File: src/rtl/pcie_egress_split_pkg.sv
// Shared constants, state encoding and header helpers for the PCIe egress TLP builder.
package pcie_egress_split_pkg;

    localparam logic [7:0] PCIE_MWR_32B = 8'h40;
    localparam logic [7:0] PCIE_MWR_64B = 8'h60;
    localparam logic [7:0] PCIE_MRD_32B = 8'h00;
    localparam logic [7:0] PCIE_MRD_64B = 8'h20;

    localparam int CMD_4DW_BIT  = 5;
    localparam int CMD_DATA_BIT = 6;
    localparam int PCIE_4K_DW   = 1024;

    typedef enum logic [2:0] {
        ST_IDLE          = 3'd0,
        ST_WAIT_FOR_FIFO = 3'd1,
        ST_LOAD          = 3'd2,
        ST_SEND_HDR      = 3'd3,
        ST_SEND_DATA     = 3'd4,
        ST_FINISHED      = 3'd5
    } state_e;

    // Byte enables in dword1: a single-dword TLP uses first-BE only (last-BE must be zero).
    function automatic logic [7:0] hdr_byte_enables(input logic [10:0] len);
        return (len == 11'd1) ? 8'h0F : 8'hFF;
    endfunction

endpackage

File: src/rtl/pcie_egress_split_len_calc.sv
// Payload length of the next MWr TLP: bounded by remaining dwords, max payload and the 4 KB page end.
module pcie_egress_split_len_calc
    import pcie_egress_split_pkg::*;
#(
    parameter int MAX_PAYLOAD_DW = 32,
    parameter int SIZE_WIDTH     = 24
) (
    input  logic [SIZE_WIDTH-1:0] remaining_i,
    input  logic [9:0]            addr_dw_i,
    output logic [10:0]           len_o
);

    localparam logic [10:0] MAX_LEN = 11'(MAX_PAYLOAD_DW);

    logic [10:0] page_left;
    logic [10:0] cap;

    always_comb begin
        // 11 bits so that a page-aligned address yields a full 1024 dwords.
        page_left = 11'(PCIE_4K_DW) - {1'b0, addr_dw_i};
        cap       = (page_left < MAX_LEN) ? page_left : MAX_LEN;
        len_o     = (remaining_i < SIZE_WIDTH'(cap)) ? remaining_i[10:0] : cap;
    end

endmodule

File: src/rtl/pcie_egress_split.sv
// Builds MWr/MRd TLPs onto a 32-bit AXI-Stream, splitting a FIFO block at max payload and 4 KB pages.
module pcie_egress_split
    import pcie_egress_split_pkg::*;
#(
    parameter int MAX_PAYLOAD_DW = 32,
    parameter int SIZE_WIDTH     = 24
) (
    input  logic                  clk,
    input  logic                  rst,
    input  logic                  i_enable,
    output logic                  o_finished,
    input  logic [7:0]            i_command,
    input  logic [13:0]           i_flags,
    input  logic [63:0]           i_address,
    input  logic [15:0]           i_requester_id,
    input  logic [7:0]            i_tag,
    input  logic                  i_axi_egress_ready,
    output logic [31:0]           o_axi_egress_data,
    output logic [3:0]            o_axi_egress_keep,
    output logic                  o_axi_egress_last,
    output logic                  o_axi_egress_valid,
    input  logic                  i_fifo_rdy,
    output logic                  o_fifo_act,
    input  logic [SIZE_WIDTH-1:0] i_fifo_size,
    input  logic [31:0]           i_fifo_data,
    output logic                  o_fifo_stb,
    output logic [15:0]           o_tlp_count,
    output state_e                o_dbg_state
);

    // Stream contract: a beat fires on valid & ready; once valid rises, data and last
    // hold until that beat fires, and valid never falls without a fire (except reset).

    state_e                state_q, state_d;
    logic [61:0]           addr_q, addr_d;      // dword address, byte address bits [63:2]
    logic [7:0]            cmd_q, cmd_d;
    logic [13:0]           flags_q, flags_d;
    logic [15:0]           req_id_q, req_id_d;
    logic [7:0]            tag_q, tag_d;
    logic [SIZE_WIDTH-1:0] remaining_q, remaining_d;
    logic [10:0]           len_q, len_d;
    logic [10:0]           beat_cnt_q, beat_cnt_d;
    logic [1:0]            hdr_idx_q, hdr_idx_d;
    logic                  fifo_act_q, fifo_act_d;
    logic [15:0]           tlp_count_q, tlp_count_d;

    logic [10:0] calc_len;
    logic        is_4dw;
    logic        is_mrd;
    logic [1:0]  hdr_last_idx;
    logic [31:0] hdr_word;
    logic        unused_addr_bits;

    assign unused_addr_bits = ^i_address[1:0];

    pcie_egress_split_len_calc #(
        .MAX_PAYLOAD_DW (MAX_PAYLOAD_DW),
        .SIZE_WIDTH     (SIZE_WIDTH)
    ) u_len_calc (
        .remaining_i (remaining_q),
        .addr_dw_i   (addr_q[9:0]),
        .len_o       (calc_len)
    );

    assign is_4dw       = cmd_q[CMD_4DW_BIT];
    assign is_mrd       = ~cmd_q[CMD_DATA_BIT];
    assign hdr_last_idx = is_4dw ? 2'd3 : 2'd2;

    always_comb begin
        hdr_word = 32'h0;
        case (hdr_idx_q)
            2'd0: hdr_word = {cmd_q, flags_q, len_q[9:0]};
            2'd1: hdr_word = {req_id_q, (is_mrd ? tag_q : 8'h00), hdr_byte_enables(len_q)};
            2'd2: hdr_word = is_4dw ? addr_q[61:30] : {addr_q[29:0], 2'b00};
            default: hdr_word = {addr_q[29:0], 2'b00};
        endcase
    end

    always_comb begin
        state_d            = state_q;
        addr_d             = addr_q;
        cmd_d              = cmd_q;
        flags_d            = flags_q;
        req_id_d           = req_id_q;
        tag_d              = tag_q;
        remaining_d        = remaining_q;
        len_d              = len_q;
        beat_cnt_d         = beat_cnt_q;
        hdr_idx_d          = hdr_idx_q;
        fifo_act_d         = fifo_act_q;
        tlp_count_d        = tlp_count_q;
        o_axi_egress_valid = 1'b0;
        o_axi_egress_last  = 1'b0;
        o_axi_egress_data  = 32'h0;
        o_fifo_stb         = 1'b0;

        case (state_q)
            ST_IDLE: begin
                if (i_enable) begin
                    addr_d      = i_address[63:2];
                    cmd_d       = i_command;
                    flags_d     = i_flags;
                    req_id_d    = i_requester_id;
                    tag_d       = i_tag;
                    tlp_count_d = 16'h0;
                    if (!i_command[CMD_DATA_BIT]) begin
                        state_d = ST_LOAD;
                    end else if (i_fifo_size == '0) begin
                        state_d = ST_FINISHED;
                    end else begin
                        state_d = ST_WAIT_FOR_FIFO;
                    end
                end
            end
            ST_WAIT_FOR_FIFO: begin
                if (i_fifo_rdy && !fifo_act_q) begin
                    fifo_act_d  = 1'b1;
                    remaining_d = i_fifo_size;
                    state_d     = ST_LOAD;
                end
            end
            ST_LOAD: begin
                // Reads carry their length directly; 0 in the low ten bits means 1024.
                if (is_mrd) begin
                    len_d = {(i_fifo_size[9:0] == 10'd0), i_fifo_size[9:0]};
                end else begin
                    len_d = calc_len;
                end
                beat_cnt_d = len_d;
                hdr_idx_d  = 2'd0;
                state_d    = ST_SEND_HDR;
            end
            ST_SEND_HDR: begin
                o_axi_egress_valid = 1'b1;
                o_axi_egress_data  = hdr_word;
                o_axi_egress_last  = is_mrd && (hdr_idx_q == hdr_last_idx);
                if (i_axi_egress_ready) begin
                    if (hdr_idx_q == hdr_last_idx) begin
                        state_d = is_mrd ? ST_FINISHED : ST_SEND_DATA;
                    end else begin
                        hdr_idx_d = hdr_idx_q + 2'd1;
                    end
                end
            end
            ST_SEND_DATA: begin
                o_axi_egress_valid = 1'b1;
                o_axi_egress_data  = i_fifo_data;
                o_axi_egress_last  = (beat_cnt_q == 11'd1);
                if (i_axi_egress_ready) begin
                    o_fifo_stb = 1'b1;
                    beat_cnt_d = beat_cnt_q - 11'd1;
                    if (beat_cnt_q == 11'd1) begin
                        remaining_d = remaining_q - SIZE_WIDTH'(len_q);
                        addr_d      = addr_q + 62'(len_q);
                        tlp_count_d = tlp_count_q + 16'd1;
                        state_d     = (remaining_q == SIZE_WIDTH'(len_q)) ? ST_FINISHED : ST_LOAD;
                    end
                end
            end
            ST_FINISHED: begin
                fifo_act_d = 1'b0;
                if (!i_enable) begin
                    state_d = ST_IDLE;
                end
            end
            default: state_d = ST_IDLE;
        endcase
    end

    always_ff @(posedge clk) begin
        if (rst) begin
            state_q     <= ST_IDLE;
            addr_q      <= '0;
            cmd_q       <= 8'h0;
            flags_q     <= 14'h0;
            req_id_q    <= 16'h0;
            tag_q       <= 8'h0;
            remaining_q <= '0;
            len_q       <= 11'h0;
            beat_cnt_q  <= 11'h0;
            hdr_idx_q   <= 2'd0;
            fifo_act_q  <= 1'b0;
            tlp_count_q <= 16'h0;
        end else begin
            state_q     <= state_d;
            addr_q      <= addr_d;
            cmd_q       <= cmd_d;
            flags_q     <= flags_d;
            req_id_q    <= req_id_d;
            tag_q       <= tag_d;
            remaining_q <= remaining_d;
            len_q       <= len_d;
            beat_cnt_q  <= beat_cnt_d;
            hdr_idx_q   <= hdr_idx_d;
            fifo_act_q  <= fifo_act_d;
            tlp_count_q <= tlp_count_d;
        end
    end

    assign o_finished        = (state_q == ST_FINISHED);
    assign o_fifo_act        = fifo_act_q;
    assign o_tlp_count       = tlp_count_q;
    assign o_axi_egress_keep = 4'hF;
    assign o_dbg_state       = state_q;

endmodule

File: config.mk
export PLATFORM = sky130hd
export DESIGN_NAME = pcie_egress_split
export DESIGN_NICKNAME = d
export VERILOG_FILES = /design/src/rtl/pcie_egress_split_pkg.sv /design/src/rtl/pcie_egress_split_len_calc.sv /design/src/rtl/pcie_egress_split.sv
export SDC_FILE = /design/constraint.sdc
export NUM_CORES = 1
export LEC_CHECK = 0
export BUFFER_PORTS_ARGS = -buffer_cell sky130_fd_sc_hd__buf_2
export CORE_MARGIN = 2
export CORE_UTILIZATION = 35
export DETAILED_ROUTE_END_ITERATION = 10
export GPL_TIMING_DRIVEN = 0
export HOLD_SLACK_MARGIN = 0.15
export PLACE_DENSITY_LB_ADDON = 0.3
export SYNTH_ARGS = -nofsm -noshare
export SYNTH_HDL_FRONTEND = slang
export SYNTH_HIERARCHICAL = 1
export SYNTH_SLANG_ARGS = --single-unit
export TNS_END_PERCENT = 30
File: constraint.sdc
create_clock -name clk -period 5.02 [get_ports clk]
set_clock_uncertainty 0.1 [all_clocks]
set_input_delay 0.251 -clock clk [delete_from_list [all_inputs] [get_ports clk]]
set_output_delay 0.251 -clock clk [all_outputs]
set_load 0.05 [all_outputs]
; ---- Word level (Yosys, flattened, before mapping)
; Cells that the tools add are included.
; Widths: inputs -> output; s select.
[word_totals]
ramBits = 0
regBits = 176
memories = 0
elab_cells = 104
input_bits = 171
rom_bits = 0
latch_bits = 0
out_inout_bits = 60
[op_classes]
n_mux = 44
div = 0
add_sub_neg = 6
bitwise = 1
reduce_logical = 20
mul = 0
shift = 0
magnitude_cmp = 2
n_eq_ne = 19
[op_table]
columns = op, count
row1 = $mux 62, 3
row2 = $pmux 62 s2, 1
row3 = $pmux 32 s3, 1
row4 = $mux 24, 3
row5 = $pmux 32 s2, 1
row6 = $add 62x11->62, 1
row7 = $mux 16, 3
row8 = $pmux 24 s2, 1
row9 = $mux 11, 4
row10 = $mux 32, 1
row11 = $pmux 16 s2, 1
row12 = $mux 3, 10
row13 = $eq 24x11->1, 1
row14 = $logic_not 24->1, 1
row15 = $lt 24x11->1, 1
row16 = $sub 24x11->24, 1
row17 = $eq 11x1->1 const B, 2
row18 = $pmux 11 s2, 1
row19 = $pmux 3 s6, 1
row20 = $add 16x1->16 const B, 1
row21 = $mux 8, 2
row22 = $ne 2x2->1 const B, 8
row23 = $lt 11x6->1 const B, 1
row24 = $sub 11x1->11 const B, 1
row25 = 24 further kinds, 41

; ---- Longest topological paths before layout
[depth]
word_depth = 7
depth_mapped = 16
mapped_depth_nobuf = 16

; ---- Cells and area by module
; The synthesis kept the hierarchy.
[modules_own_cells]
columns = mod, cells_each, seq_area_each_um2, area_per_inst_um2, instances
row1 = pcie_egress_split, 1501, 3523.4, 11096.9, 1
row2 = pcie_egress_split_len_calc, 66, 0.0, 499.2, 1

; ---- Least setup slack after synthesis
; No wires, ideal clock.
[synth_path]
path_type = reg-to-reg
startpoint = register addr_q[1]
endpoint = register beat_cnt_q[0]
path_buffers = 0
synth_period_minus_slack_ns = 3.863
arrival_ns = 3.636
setup_time_ns = 0.128
path_stages_with_launch = 16
required_time_ns = 4.792
setup_slack_ns = 1.157
cell_sequence = dfxtp_1 -> or4_4 -> or4_4 -> a21oi_4 -> nand2_1 -> ha_1 -> a21oi_1 -> nor2b_1 -> o311ai_0 -> nand2_2 -> mux2i_1 -> mux2_2 -> nand2_1 -> o21ai_0 -> a21oi_1 -> nor2_1
[synth_between]
elab_chain_len = 7
[synth_lines]
columns = element, line_no
row1 = start: declaration, pcie_egress_split.sv:35  ; logic [61:0] addr_q, addr_d;
row2 = start signal: assignment, pcie_egress_split.sv:186  ; addr_q <= addr_d;
row3 = $sub 11x10->11 *, pcie_egress_split_len_calc.sv:20  ; page_left = 11'(PCIE_4K_DW) - {1'b0, addr_dw_i};
row4 = $lt 11x6->1, pcie_egress_split_len_calc.sv:21  ; cap = (page_left < MAX_LEN) ? page_left : MAX_LEN;
row5 = $mux 11 *, pcie_egress_split_len_calc.sv:21
row6 = $lt 24x11->1, pcie_egress_split_len_calc.sv:22  ; len_o = (remaining_i < SIZE_WIDTH'(cap)) ? remaining_i[10:0] : cap;
row7 = $mux 11 *, pcie_egress_split_len_calc.sv:22
row8 = named net calc_len[0], pcie_egress_split.sv:47  ; logic [10:0] calc_len;
row9 = $mux 11 *, pcie_egress_split.sv:124  ; if (is_mrd) begin
row10 = $pmux 11 s2 *, pcie_egress_split.sv:97  ; case (state_q)
row11 = end signal: assignment, pcie_egress_split.sv:193  ; beat_cnt_q <= beat_cnt_d;
row12 = end: declaration, pcie_egress_split.sv:42  ; logic [10:0] beat_cnt_q, beat_cnt_d;
; The timed path passes the listed nets; every way through them passes the cells marked *.
; A chain may end at the register's enable or synchronous reset.

; ---- Worst setup path in the final report
[layout_path]
startpoint = register addr_q[2]
endpoint = register beat_cnt_q[4]
; The elaborated chain is that of the path after synthesis.

==> results.py <==
metrics = {
    "status": {
        "status": "complete, but fails checks",
        "violations": "DRC",
    },
    "floorplan": {
        "die-area_mm2": 0.0346,
        "io_pins": 231,
        "start_util": 0.356,
        "core_mm2": 0.0326,
        "rows": 66,
        "dieHeight_um": 186,
        "die_w_um": 186,
    },
    "drt": {
        "ant_nets": 0,
        "num_vias": 14705,
        "dr.pass1.iters": 11,
        "drt_iter0_drc": 2160,
        "wirelength_um": 58000,
        "wl_per_cell_um": 24.2,
        "vias_per_cell": 6.12,
        "drc": 6,
    },
    "timing": {
        "max_freq_mhz": 220,
        "period_share": 0.905,
        "tns_ns": 0,
        "finalSetupViolCount": 0,
        "hold_viol": 0,
        "drv_slew": 0,
        "max_slew_margin": 0.163,
        "layout_min_cycle_time_ns": 4.54,
        "rsz0062_at_grt": "false",
        "setup_ws_ns": 0.478,
        "worstMarginPinSlew_ns": 1.25,
    },
    "power_and_ir_drop": {
        "ir_worst_vdd_mv": 0.363,
        "power.leakage_nw": 5.89,
        "p_per_area_mw_per_mm2": 461,
    },
    "final_layout": {
        "final_util": 0.466,
        "final_common_cell": "nand2_1",
        "nets": 2159,
        "syn2layout_area_growth_pct": 31.0,
        "layout-drive-gt1-share": 0.155,
        "n_antenna_cell": 0,
        "design_area_mm2": 0.0152,
        "final_cell_mix": "nand2_1, buf_2, dfxtp_1",
    },
    "global_route": {
        "grt_pass1_vias": 13340,
        "antenna_found_initial": 3,
        "grt_max_degree": 20,
        "grt-ovfl-total": 0,
        "grt_pass1_wl_um": 83500,
        "grt_use_total": 0.327,
    },
    "worst_setup_path": {
        "cp-end-kind": "flip-flop",
        "start_kind": "flip-flop",
        "critPathRequiredTime_ns": 5.26,
        "cp_max_fo": 7,
        "path_class": "reg2reg",
        "arrival_ns": 4.79,
    },
    "placed_design": {
        "portBuffers": 224,
        "place_ws_ns": 0.347,
        "place_congestion": 0.977,
        "dp.final_hpwl_um": 42900,
        "placed_area_mm2": 0.0133,
    },
    "cts": {
        "clock_latency_ns": 0.47,
        "cts_tree": "yes",
        "cts_buffer_depth": 2,
        "clkTransAtPathRegs_ns": 0.08,
        "cts_buffers": 17,
        "h-tree-depth": 4,
        "clock_sinks": 176,
        "root_buffer": "clkbuf_16",
    },
    "synth": {
        "syn-instance-count": 1567,
        "synth_edf_count": 0,
        "yosys.cell_types.count": 89,
        "yosys_register_bits": 176,
        "ys_warn_count": 6,
        "synthesis.area_mm2": 0.0116,
        "synthFlopType": "dfxtp_1",
        "ys_seq_area_frac": 0.304,
        "syn_area_per_cell_um2": 7.40,
        "async_flop_share": 0,
    },
    "flow_run": {
        "drv_cap": 0,
    },
    "min_path": {
        "hold_path.class": "in2reg",
    },
}
==> cell type report <==
cell class / count / area [µm²]
Fill cell: 3283 / 17400
Multi-Input combinational cell: 1248 / 7500
Sequential cell: 176 / 3520
Timing Repair Buffer: 353 / 2410
Tap cell: 442 / 553
Buffer: 113 / 459
Clock buffer: 17 / 425
Clock inverter: 15 / 183
Inverter: 37 / 139
==> worst max-delay path, stage by stage (launching register included) <==
cell,delay (ns)
dfxtp_1,0.41
or4_4,0.56
or4_4,0.44
a21oi_4,0.23
ha_1,0.29
a21oi_1,0.18
o21ai_0,0.20
a221oi_1,0.78
nand2_2,0.29
mux2i_1,0.21
mux2i_1,0.34
o22ai_1,0.13
a22oi_1,0.21
nor2_1,0.05
==> metal layers <==
layer	vias to the layer above	global-route usage	wire, µm
met4	2	0.137	2410
met3	163	0.0839	6890
li1	6608	-	-
met2	999	0.497	25200
met1	6933	0.438	23500
met5	-	0	13
==> sequential cells by signal, indices dropped and copies added (netlist names) <==
signal / count
addr_q: 62
len_q: 11
flags_q: 14
remaining_q: 24
beat_cnt_q: 11
hdr_idx_q: 2
o_fifo_act: 1
o_tlp_count: 16
o_dbg_state: 3
cmd_q: 8
req_id_q: 16
tag_q: 8
==> kinds of logic (layout without fill, tap and decap cells) <==
| group | count (synthesis) | in the layout | synth area share |
|---|---|---|---|
| multiplexers | 29 | 29 | 0.0251 |
| other | 2 | 9 | 0.000648 |
| flip-flops | 176 | 176 | 0.304 |
| XOR/XNOR | 28 | 28 | 0.0211 |
| AND/OR/NAND/NOR | 656 | 656 | 0.272 |
| adder cells (fa/ha/maj) | 42 | 42 | 0.0466 |
| AO/OA/AOI/OAI | 484 | 484 | 0.279 |
| buffers and inverters | 150 | 535 | 0.0516 |
==> where the power goes <==
part,leakage (nW),internal [W],switching [W]
clock network,0.300,0.000721,0.000724
logic,4.15,0.00118,0.00218
registers,1.44,0.00171,0.000502
==> synthesized netlist by cell type (all sizes together) (4+ instances only) <==
| cell type | instances | area, µm² |
|---|---|---|
| nand2 | 240 | 906 |
| dfxtp | 176 | 3520 |
| a21oi | 144 | 732 |
| nor2 | 144 | 541 |
| o21ai | 89 | 445 |
| clkbuf | 87 | 327 |
| nand3 | 54 | 270 |
| nor3 | 49 | 257 |
| a22oi | 43 | 323 |
| ha | 40 | 500 |
| inv | 36 | 135 |
| nand4 | 35 | 240 |
| a31oi | 30 | 188 |
| mux2i | 28 | 280 |
| nor4 | 28 | 181 |
| and3 | 26 | 168 |
| buf | 26 | 133 |
| a211oi | 25 | 200 |
| a222oi | 23 | 230 |
| a311oi | 17 | 155 |
| xnor2 | 15 | 131 |
| or3 | 14 | 87.6 |
| xor2 | 13 | 114 |
| o211ai | 11 | 82.6 |
| or4 | 11 | 90.1 |
| a21o | 10 | 75.1 |
| and4 | 10 | 90.1 |
| o22ai | 10 | 62.6 |
| o311ai | 10 | 95.1 |
| nor2b | 9 | 56.3 |
| and2 | 8 | 50.1 |
| o31ai | 8 | 65.1 |
| nand2b | 6 | 37.5 |
| nor3b | 6 | 56.3 |
| or2 | 6 | 37.5 |
| a221oi | 5 | 43.8 |
| a311o | 5 | 50.1 |
| a32o | 5 | 50.1 |
| o211a | 5 | 50.1 |
| o41ai | 5 | 43.8 |
| a32oi | 4 | 35.0 |
| o31a | 4 | 35.0 |
==> path summary, 6_finish.rpt <==
kind | start | end | slack (ns) | cells after the start
setup / recovery | addr_q[2] | beat_cnt_q[4] | 0.48 | 13
hold / removal | i_address[36] | addr_q[34] | 0.15 | 4
setup reg to reg | addr_q[2] | beat_cnt_q[4] | 0.48 | 13
hold reg to reg | flags_q[9] | flags_q[9] | 0.36 | 2
==> per-stage QoR <==
stage          instances  power [W]  hold slack (ns)
3_3_place_gp        2240    0.00530            0.342
4_1_cts             2401    0.00685            0.151
2_1_floorplan       1574    0.00424            0.287
3_5_place_dp        2240    0.00535            0.348
6_report            2401    0.00701            0.152
5_1_grt             2401    0.00734            0.187
==> timing repair <==
item                                    4_1_cts  5_1_grt
hold buffers                                129        0
hold endpoints to repair                    130        0
gates resized for setup                       0        1
endpoints found under the setup margin        0        2
buffers inserted                              0        0
(Power assumes the default switching activity.)
